### config.mk
export PLATFORM = sky130hd
export DESIGN_NAME = keylock_core_flat
export DESIGN_NICKNAME = d
export VERILOG_FILES = /design/src/rtl/keylock_pkg.sv /design/src/rtl/keylock_if.sv /design/src/rtl/code_entry.sv /design/src/rtl/keylock_core.sv /design/src/flat_wrapper.sv
export SDC_FILE = /design/constraint.sdc
export NUM_CORES = 1
export LEC_CHECK = 0
export CAP_MARGIN = 10
export CORE_MARGIN = 4
export CORE_UTILIZATION = 50
export CTS_CLUSTER_SIZE = 8
export DETAILED_ROUTE_END_ITERATION = 6
export MAX_ROUTING_LAYER = met4
export PLACE_DENSITY = 0.72
export RECOVER_POWER = 25
export SLEW_MARGIN = 20
export SYNTH_ARGS = -nofsm -noshare
export SYNTH_HDL_FRONTEND = slang
export SYNTH_HIERARCHICAL = 1
export SYNTH_SLANG_ARGS = --single-unit
### constraint.sdc
create_clock -name hwclk -period 4.5 [get_ports hwclk]
set_clock_uncertainty 0.05 [all_clocks]
set_input_delay 0.45 -clock hwclk [delete_from_list [all_inputs] [get_ports hwclk]]
set_output_delay 0.45 -clock hwclk [all_outputs]
set_load 0.005 [all_outputs]
### src/rtl/keylock_pkg.sv
// keylock_pkg: key codes, controller states and key classification shared by the lock
package keylock_pkg;
  localparam logic [3:0] KEY_ENTER = 4'hA;
  localparam logic [3:0] KEY_CLEAR = 4'hB;
  typedef enum logic [2:0] {IDLE, ENTRY, CHECK, OPEN, PROG_SLOT, PROG_NEW, PROG_CONF, LOCKOUT} state_t;
  function automatic logic is_digit(input logic [3:0] k);
    return k <= 4'd9;
  endfunction
endpackage

### src/rtl/keylock_if.sv
// keylock_if: key strobe from the scanner and lock status/pulses to the actuator side
interface keylock_if #(parameter int DIGITS = 6, parameter int MAX_FAIL = 3);
  logic key_valid;
  logic [3:0] key;
  logic unlocked, prog_mode, locked_out, ok_pulse, err_pulse;
  logic [$clog2(MAX_FAIL+1)-1:0] fail_count;
  logic [$clog2(DIGITS+1)-1:0] digit_count;
  modport master(output key_valid, key, input unlocked, prog_mode, locked_out, ok_pulse, err_pulse, fail_count, digit_count);
  modport slave(input key_valid, key, output unlocked, prog_mode, locked_out, ok_pulse, err_pulse, fail_count, digit_count);
endinterface

### src/rtl/code_entry.sv
// code_entry: digit shift buffer with count, CLEAR handling and key-idle timeout counter
module code_entry import keylock_pkg::*; #(
  parameter int DIGITS = 6,
  parameter int TIMEOUT_CYCLES = 60000000
) (
  input  logic hwclk,
  input  logic reset,
  input  logic en,
  input  logic clr,
  input  logic run,
  input  logic key_valid,
  input  logic [3:0] key,
  output logic [4*DIGITS-1:0] code_buf,
  output logic [$clog2(DIGITS+1)-1:0] digit_count,
  output logic full,
  output logic timeout
);
  localparam int CW = $clog2(DIGITS+1);
  localparam int TW = $clog2(TIMEOUT_CYCLES+1);
  logic [TW-1:0] idle_cnt;
  assign full = digit_count == CW'(DIGITS);
  assign timeout = idle_cnt == TW'(TIMEOUT_CYCLES-1);
  always_ff @(posedge hwclk) begin
    if (reset || clr || (en && key_valid && key == KEY_CLEAR)) begin
      code_buf <= '0;
      digit_count <= '0;
    end else if (en && key_valid && is_digit(key) && !full) begin
      code_buf <= {code_buf[4*DIGITS-5:0], key};
      digit_count <= digit_count + CW'(1);
    end
    idle_cnt <= (reset || !run || key_valid) ? '0 : idle_cnt + TW'(!timeout);
  end
endmodule

### src/rtl/keylock_core.sv
// keylock_core: keypad lock FSM with user-code slots, master programming, lockout and auto-relock
module keylock_core import keylock_pkg::*; #(
  parameter int DIGITS = 6,
  parameter int SLOTS = 2,
  parameter int MAX_FAIL = 3,
  parameter int LOCKOUT_CYCLES = 120000000,
  parameter int TIMEOUT_CYCLES = 60000000,
  parameter int OPEN_CYCLES = 60000000,
  parameter logic [4*DIGITS-1:0] MASTER_CODE = 24'h555116,
  parameter logic [4*DIGITS-1:0] INIT_CODE = 24'h666666
) (
  input logic hwclk,
  input logic reset,
  keylock_if.slave bus
);
  localparam int FW = $clog2(MAX_FAIL+1);
  localparam int SW = SLOTS > 1 ? $clog2(SLOTS) : 1;
  localparam int TMAX = LOCKOUT_CYCLES > OPEN_CYCLES ? LOCKOUT_CYCLES : OPEN_CYCLES;
  localparam int TW = $clog2(TMAX+1);
  state_t state, nxt;
  logic [4*DIGITS-1:0] code_buf, cand;
  logic [4*DIGITS-1:0] slot_code [SLOTS];
  logic [SLOTS-1:0] slot_valid, slot_hit;
  logic [SW-1:0] sel;
  logic [FW-1:0] fail_count, fail_nxt, fail_inc;
  logic [TW-1:0] tmr;
  logic full, timeout, clr, ok, err, wr, cand_ld, sel_ld;
  logic dig, ent, clrk, master_hit, code_hit, last_fail;
  code_entry #(.DIGITS(DIGITS), .TIMEOUT_CYCLES(TIMEOUT_CYCLES)) u_entry (
    .hwclk, .reset, .clr,
    .en(state inside {IDLE, ENTRY, PROG_NEW, PROG_CONF}),
    .run(state inside {ENTRY, PROG_SLOT, PROG_NEW, PROG_CONF}),
    .key_valid(bus.key_valid), .key(bus.key),
    .code_buf, .digit_count(bus.digit_count), .full, .timeout
  );
  for (genvar g = 0; g < SLOTS; g++) assign slot_hit[g] = slot_valid[g] && slot_code[g] == code_buf;
  assign dig = bus.key_valid && is_digit(bus.key);
  assign ent = bus.key_valid && bus.key == KEY_ENTER;
  assign clrk = bus.key_valid && bus.key == KEY_CLEAR;
  assign master_hit = full && code_buf == MASTER_CODE;
  assign code_hit = full && |slot_hit;
  assign last_fail = fail_count >= FW'(MAX_FAIL-1);
  assign fail_inc = fail_count + FW'(fail_count != FW'(MAX_FAIL));
  assign bus.unlocked = state == OPEN;
  assign bus.prog_mode = state inside {PROG_SLOT, PROG_NEW, PROG_CONF};
  assign bus.locked_out = state == LOCKOUT;
  assign bus.fail_count = fail_count;
  always_comb begin
    nxt = state;
    fail_nxt = fail_count;
    {clr, ok, err, wr, cand_ld, sel_ld} = '0;
    case (state)
      IDLE: nxt = dig ? ENTRY : IDLE;
      ENTRY: begin
        clr = timeout;
        nxt = timeout ? IDLE : ent ? CHECK : ENTRY;
      end
      CHECK: begin
        clr = 1'b1;
        ok = !master_hit && code_hit;
        err = !master_hit && !code_hit;
        fail_nxt = ok ? '0 : err ? fail_inc : fail_count;
        nxt = master_hit ? PROG_SLOT : ok ? OPEN : last_fail ? LOCKOUT : IDLE;
      end
      OPEN: nxt = (bus.key_valid || tmr == TW'(OPEN_CYCLES-1)) ? IDLE : OPEN;
      PROG_SLOT: begin
        sel_ld = !timeout && dig && int'(bus.key) < SLOTS;
        err = !timeout && !sel_ld && (dig || ent || clrk);
        nxt = sel_ld ? PROG_NEW : (timeout || err) ? IDLE : PROG_SLOT;
      end
      PROG_NEW: begin
        clr = timeout || ent;
        cand_ld = !timeout && ent && full;
        err = !timeout && ent && !full;
        nxt = cand_ld ? PROG_CONF : (timeout || err) ? IDLE : PROG_NEW;
      end
      PROG_CONF: begin
        clr = timeout || ent;
        wr = !timeout && ent && full && code_buf == cand;
        ok = wr;
        err = !timeout && ent && !wr;
        nxt = clr ? IDLE : PROG_CONF;
      end
      LOCKOUT: begin
        nxt = tmr == TW'(LOCKOUT_CYCLES-1) ? IDLE : LOCKOUT;
        fail_nxt = nxt == IDLE ? '0 : fail_count;
      end
      default: nxt = IDLE;
    endcase
  end
  always_ff @(posedge hwclk) begin
    if (reset) begin
      state <= IDLE;
      fail_count <= '0;
      tmr <= '0;
      sel <= '0;
      cand <= '0;
      bus.ok_pulse <= 1'b0;
      bus.err_pulse <= 1'b0;
      slot_valid <= SLOTS'(1);
      for (int i = 0; i < SLOTS; i++) slot_code[i] <= i == 0 ? INIT_CODE : '0;
    end else begin
      state <= nxt;
      fail_count <= fail_nxt;
      tmr <= (nxt != state) ? '0 : tmr + TW'(tmr != TW'(TMAX));
      cand <= cand_ld ? code_buf : (nxt == IDLE) ? '0 : cand;
      bus.ok_pulse <= ok;
      bus.err_pulse <= err;
      if (sel_ld) sel <= SW'(bus.key);
      if (wr) begin
        slot_code[sel] <= code_buf;
        slot_valid[sel] <= 1'b1;
      end
    end
  end
endmodule

### src/flat_wrapper.sv
// flat-port wrapper written by rule: the top's interface ports become plain ports
module keylock_core_flat import keylock_pkg::*;
#(
  parameter int DIGITS = 6,
  parameter int SLOTS = 2,
  parameter int MAX_FAIL = 3,
  parameter int LOCKOUT_CYCLES = 120000000,
  parameter int TIMEOUT_CYCLES = 60000000,
  parameter int OPEN_CYCLES = 60000000,
  parameter logic [4*DIGITS-1:0] MASTER_CODE = 24'h555116,
  parameter logic [4*DIGITS-1:0] INIT_CODE = 24'h666666
)
  (hwclk, reset, bus_key_valid, bus_key, bus_unlocked, bus_prog_mode, bus_locked_out, bus_ok_pulse, bus_err_pulse, bus_fail_count, bus_digit_count);
  keylock_if #(.DIGITS(DIGITS), .MAX_FAIL(MAX_FAIL)) bus_i ();
  input logic hwclk;
  input logic reset;
  input wire logic [$bits(bus_i.key_valid)-1:0] bus_key_valid;
  input wire logic [$bits(bus_i.key)-1:0] bus_key;
  output wire logic [$bits(bus_i.unlocked)-1:0] bus_unlocked;
  output wire logic [$bits(bus_i.prog_mode)-1:0] bus_prog_mode;
  output wire logic [$bits(bus_i.locked_out)-1:0] bus_locked_out;
  output wire logic [$bits(bus_i.ok_pulse)-1:0] bus_ok_pulse;
  output wire logic [$bits(bus_i.err_pulse)-1:0] bus_err_pulse;
  output wire logic [$bits(bus_i.fail_count)-1:0] bus_fail_count;
  output wire logic [$bits(bus_i.digit_count)-1:0] bus_digit_count;
  assign bus_i.key_valid = bus_key_valid;
  assign bus_i.key = bus_key;
  assign bus_unlocked = bus_i.unlocked;
  assign bus_prog_mode = bus_i.prog_mode;
  assign bus_locked_out = bus_i.locked_out;
  assign bus_ok_pulse = bus_i.ok_pulse;
  assign bus_err_pulse = bus_i.err_pulse;
  assign bus_fail_count = bus_i.fail_count;
  assign bus_digit_count = bus_i.digit_count;
  keylock_core #(.DIGITS(DIGITS), .SLOTS(SLOTS), .MAX_FAIL(MAX_FAIL), .LOCKOUT_CYCLES(LOCKOUT_CYCLES), .TIMEOUT_CYCLES(TIMEOUT_CYCLES), .OPEN_CYCLES(OPEN_CYCLES), .MASTER_CODE(MASTER_CODE), .INIT_CODE(INIT_CODE)) u_core (.hwclk(hwclk), .reset(reset), .bus(bus_i));
endmodule
* Word-level counts from Yosys, hierarchy flattened
Memory sizes are Yosys's and may differ from the RTL's.
Cells that the tools add are included.
** Cells by class
- Magnitude comparators :: 5
- Eq/ne operators :: 22
- Add/subtract/negate cells :: 4
- Reduce and logical (&&, ||, !) cells :: 53
- Multiplexer cells :: 36
- Bitwise logic cells :: 1
** Operator list (number)
- 24-bit == test :: 3
- 24-bit 2-to-1 mux :: 3
- 3-bit 2-to-1 mux :: 10
- 27-bit by 1-bit adder with 27-bit output :: 1
- 27-bit by 26-bit == test with 1-bit output, second input constant :: 1
- 27-bit == test, second input constant :: 1
- 27-bit inequality test, second input constant :: 1
- 26-bit by 1-bit adder with 26-bit output :: 1
- 26-bit == test, second input constant :: 1
- 24-bit by 23-bit == test with 1-bit output, second input constant :: 1
- 3-bit one-hot mux with 8 select lines :: 1
- 24-bit OR reduction :: 1
- 1-bit logical AND :: 23
- 3-bit == test, second input constant :: 5
- 1-bit 2-to-1 mux :: 12
- 1-bit logical OR :: 10
- 2-bit 2-to-1 mux :: 5
- 3-bit zero test :: 3
- 4-bit == test, second input constant :: 2
- 4-bit nonzero test :: 2
- 1-bit zero test :: 7
- 3-bit by 2-bit == test with 1-bit output, second input constant :: 2
- 2-bit OR reduction :: 3
- 4-bit less-or-equal comparator, second input constant :: 1
- 20 further kinds :: 21
** Word-level totals
- Word-level logic and storage cells :: 133
- Memories kept :: 1
- Register bits :: 114
- RAM bits :: 48
** Memories
- u_core.slot_code :: words 2, bits a word 24, rd ports 2, clocked after Yosys merged registers in 0, write ports 2, line keylock_core.sv:22 : logic [4*DIGITS-1:0] slot_code [SLOTS];

* Longest topological paths before layout
- Depth in word-level cells :: 14
- Depth in mapped cells :: 14
- Gate-level depth less buffers :: 12

* Cells and area by module
The synthesis kept the hierarchy.
** Modules (own cells, without submodules)
- keylock_core :: area each 5721.7 um2, cells an instance 571, times used 1, seq. area each 2662.6 um2
- code_entry :: area each 2232.1 um2, cells an instance 270, times used 1, seq. area each 1061.0 um2

* Least setup slack after synthesis
No wires, ideal clock.
- Path type :: flip-flop to flip-flop
- From :: register u_core.u_entry.idle_cnt[17]
- To :: register u_core.tmr[5]
- Data required time :: 4.388 ns
- Arrival time :: 3.389 ns
- Slack :: 0.999 ns
- Setup time :: 0.062 ns
- Cell stages (with the launch flop) :: 14
- Cells stage by stage :: dfxtp_1 > inv_1 > nor4b_1 > nand4_1 > nor4_1 > nor2b_1 > and4_1 > or3b_2 > a2111o_1 > o2bb2ai_2 > xnor2_2 > o2111ai_4 > buf_6 > nor2_2
** Between the ends
- Word-level cells in the longest chain between the ends :: 13
- Elaborated cells between the ends (all ways) :: 22
- Those cells by class :: 2 x eq/ne; 7 x mux; 13 x reduce/logical
** RTL lines
- start, declared :: line code_entry.sv:20 : logic [TW-1:0] idle_cnt;
- start signal, assigned :: line code_entry.sv:31 : idle_cnt <= (reset || !run || key_valid) ? '0 : idle_cnt + TW'(!timeout);
- 26-bit == test * :: line code_entry.sv:22 : assign timeout = idle_cnt == TW'(TIMEOUT_CYCLES-1);
- net u_core.timeout :: line keylock_core.sv:27 : logic full, timeout, clr, ok, err, wr, cand_ld, sel_ld;
- 1-bit zero test
- 1-bit logical AND (2 in a row) :: line keylock_core.sv:67 : sel_ld = !timeout && dig && int'(bus.key) < SLOTS;
- 1-bit zero test :: line keylock_core.sv:68 : err = !timeout && !sel_ld && (dig || ent || clrk);
- 1-bit logical AND (2 in a row) :: line keylock_core.sv:68
- 1-bit logical OR :: line keylock_core.sv:69 : nxt = sel_ld ? PROG_NEW : (timeout || err) ? IDLE : PROG_SLOT;
- 3-bit 2-to-1 mux (2 in a row) :: line keylock_core.sv:69
- 3-bit one-hot mux with 8 select lines * :: line keylock_core.sv:52 : case (state)
- 3-bit inequality test * :: line keylock_core.sv:105 : tmr <= (nxt != state) ? '0 : tmr + TW'(tmr != TW'(TMAX));
- 2-bit OR reduction (no source line) *
- end signal, assigned :: line keylock_core.sv:105
- end, declared :: line keylock_core.sv:26 : logic [TW-1:0] tmr;
The timed path passes the listed nets; every way through them passes the cells marked *.
A chain may end at the register's enable or synchronous reset.

* Worst setup path in the final report
- From :: register u_core.u_entry.idle_cnt[17]
- To :: register u_core.tmr[16]
Same word-level chain as after synthesis.

==> out/results.txt <==
Outcome -> finished, final reports clean
Routed WL -> 17.7 mm
Crit. path cell count -> 13
IO buf count -> 16
Clk slew on worst S/H paths -> 0.06 ns
FMAX -> 256 MHz
CP max stage cell -> or3b_2
Yosys warning total -> 6
CTS root buffer -> clkbuf_16
Synth-to-Final Area Change -> 12.8%
Setup Fix Bufs, Post-CTS -> 0
Die H -> 134 um
Net Count, Synth -> 858
CP Data Required Time -> 4.79 ns
Non-Filler Instances -> 1065
Most common cell after layout, fill and taps aside -> dfxtp_1
Register area share after synthesis -> 0.468
P per Cell Area -> 377 nW/um2
CP max FO -> 27
Tmin final -> 3.91 ns
Clk_lat worst skew -> 0.42 ns
Post-synth top flop -> dfxtp_1
I/O pin count -> 17
Switching Fraction -> 0.209
Reg2Reg Depth -> 13
Top delay family on crit path -> simple AND/OR/NAND/NOR gates
Final Hold Fails -> 0
Post-DP HPWL -> 11.7 mm
Avg Inst Size Synth -> 9.46 um2
Inserted Diodes -> 0
Num Clock Sinks -> 162
Worst-Margin Slew -> 1.02 ns
Initial antenna violation count -> 0
CTS H-tree depth -> 4
FFs w/ async S/R, synth -> 0
Via Count -> 6026
Dpl cells -> 1033
Final sum of negative setup slack -> 0 ns
Final estimated routing congestion in global placement -> 0.881
GRT Util Overall -> 0.208
Critical Path Start Type -> register
Switching power total -> 708 uW
Ranking of synthesized cells by area -> dfxtp_1, edfxtp_1, xnor2_1
CTS resizes -> 0
Reg power frac -> 0.456
Full die area -> 18000 um2
Hold buffers post-CTS -> 0
Leak -> 3.00 nW
Nets -> 858
Violation count after the first detailed-route iteration -> 597
Setup violations, final -> 0
Layout cells sized above 1 -> 0.0831
Clk buf depth -> 2
Worst Path Buf+Inv -> 2
Synth top area share -> 0.287
Crit Path Category -> reg -> reg
Vias in the first global route -> 5631
Area leader, netlist -> dfxtp_1
Fraction of power consumed by the clock network -> 0.497
Maxcap violations -> 0
Antenna Nets Post-Route -> 0
Slew headroom -> 0.318
Worst Hold Class -> reg -> reg
Mapped Area -> 7950 um2
Worst path cell trace -> inv_1 > nor4b_1 > nand4_1 > nor4_1 > clkbuf_1 > nor2b_1 > and4_1 > or3b_2 > a2111o_1 > o2bb2ai_2 > xnor2_2 > o2111ai_4 > nor2_1
Worst Setup End Kind -> register
Initial core utilization -> 0.517
Fin crit share -> 0.869
Largest net degree at the start of global routing -> 28
Yosys reg bits -> 162
Most frequent cells in the layout -> dfxtp_1, nand2_1, xnor2_1
Combinational Power Share -> 0.047
RSZ-0062 raised after global routing -> no
Cells after Synth -> 841
Wire length per cell -> 16.6 um
Hold Crit Depth -> 2
CP Data Arrival Time -> 4.20 ns
Worst VDD drop -> 268 uV
DR vias/cell -> 5.66
CTS tree -> done
First-pass GRT wire length -> 28.9 mm
Post-synth EDFFs -> 48
Inserted Clock Buffers -> 17
Int Pwr -> 2.67 mW
Yosys cell types -> 60
GRT overflow -> 0
Slew Viols, Final -> 0
Rows -> 45
DRT Pass-1 Iters -> 5
Drt drc -> 0
Worst reg-to-reg setup slack -> 0.59 ns
Max incr delay on CP -> 0.46 ns
Core area -> 15400 um2
Die width -> 134 um
-- cells in the mapped netlist, drive strengths merged (3+ instances only) --
cell type	count
nand4	42
nor4bb	5
ha	10
nand2b	3
dfxtp	114
and2	43
and3	8
a21oi	45
nor2	66
xor2	41
nor4	14
edfxtp	48
a31oi	4
or3	19
a22o	26
xnor2	69
and4	5
or4	12
inv	17
clkbuf	45
nand3b	3
o31ai	9
nand2	90
buf	8
nand3	24
nor4b	8
or2	3
nor2b	8
o21ai	14
o21a	3
nor3	10
-- power by group through the flow --
stage               Clock (mW)  Sequential [mW]  Combinational (mW)
floorplan                    0             1.56               0.123
global placement             0             1.57               0.158
detailed placement           0             1.57               0.159
CTS                       1.71             1.54               0.160
global route              1.77             1.54               0.175
finish                    1.68             1.54               0.159
-- tightest hold or removal path, delay by kind of cell, from the launching register on --
kind	cells	cell delay, ns
AOI/OAI and AO/OA	2	0.12
DFF	1	0.31
-- metrics by stage --
step | hold WS [ns] | instance area [um2] | setup WS, ns | power, mW | util
floorplan | 0.383 | 7950 | 0.999 | 1.69 | -
global placement | 0.411 | 8290 | 0.812 | 1.73 | 0.540
detailed placement | 0.426 | 8290 | 0.668 | 1.73 | 0.540
CTS | 0.437 | 8980 | 0.715 | 3.41 | 0.584
global route | 0.461 | 8970 | 0.234 | 3.48 | 0.584
finish | 0.436 | 8970 | 0.590 | 3.38 | 0.584
-- logic make-up (layout without fill, tap and decap cells) --
family | after synthesis | in the layout | share of synthesized area
xor+xnor | 110 | 110 | 0.122
flops | 162 | 162 | 0.468
simple gates | 370 | 370 | 0.255
buf+inv | 70 | 83 | 0.0357
fa+ha+maj | 10 | 10 | 0.0157
compound gates | 119 | 119 | 0.104
-- worst paths after layout --
kind,endpoint,from
worst max-delay path,u_core/tmr[16],u_core/u_entry/idle_cnt[17]
worst min-delay path,u_core/u_entry/idle_cnt[25],u_core/u_entry/idle_cnt[25]
worst max register to register,u_core/tmr[16],u_core/u_entry/idle_cnt[17]
worst min register to register,u_core/u_entry/idle_cnt[25],u_core/u_entry/idle_cnt[25]
-- flip-flops by register name, indices dropped and copies added, names as in the netlist --
| name | cells |
|---|---|
| u_core/bus.err_pulse | 1 |
| u_core/bus.fail_count | 2 |
| u_core/bus.ok_pulse | 1 |
| u_core/cand | 24 |
| u_core/sel | 1 |
| u_core/slot_code | 48 |
| u_core/slot_valid | 2 |
| u_core/state | 3 |
| u_core/tmr | 27 |
| u_core/u_entry/code_buf | 24 |
| u_core/u_entry/digit_count | 3 |
| u_core/u_entry/idle_cnt | 26 |
-- final cells by class --
cell class                 count  area (um2)
multi-input combinational    609        3950
fill                        1285        6400
inverter                      17        63.8
sequential                   162        3720
clock buffer                  18         429
clock inverter                14         259
tap                          211         264
timing repair buffer          34         288
-- routing by layer --
metal	vias up	GRT usage	part of all wire
li1	2979	-	-
met2	183	0.299	0.44
met5	-	-	0
met1	2840	0.287	0.48
met3	24	0.0510	0.061
met4	0	0.0701	0.019
Note: power is estimated with default switching activity, not from simulation.
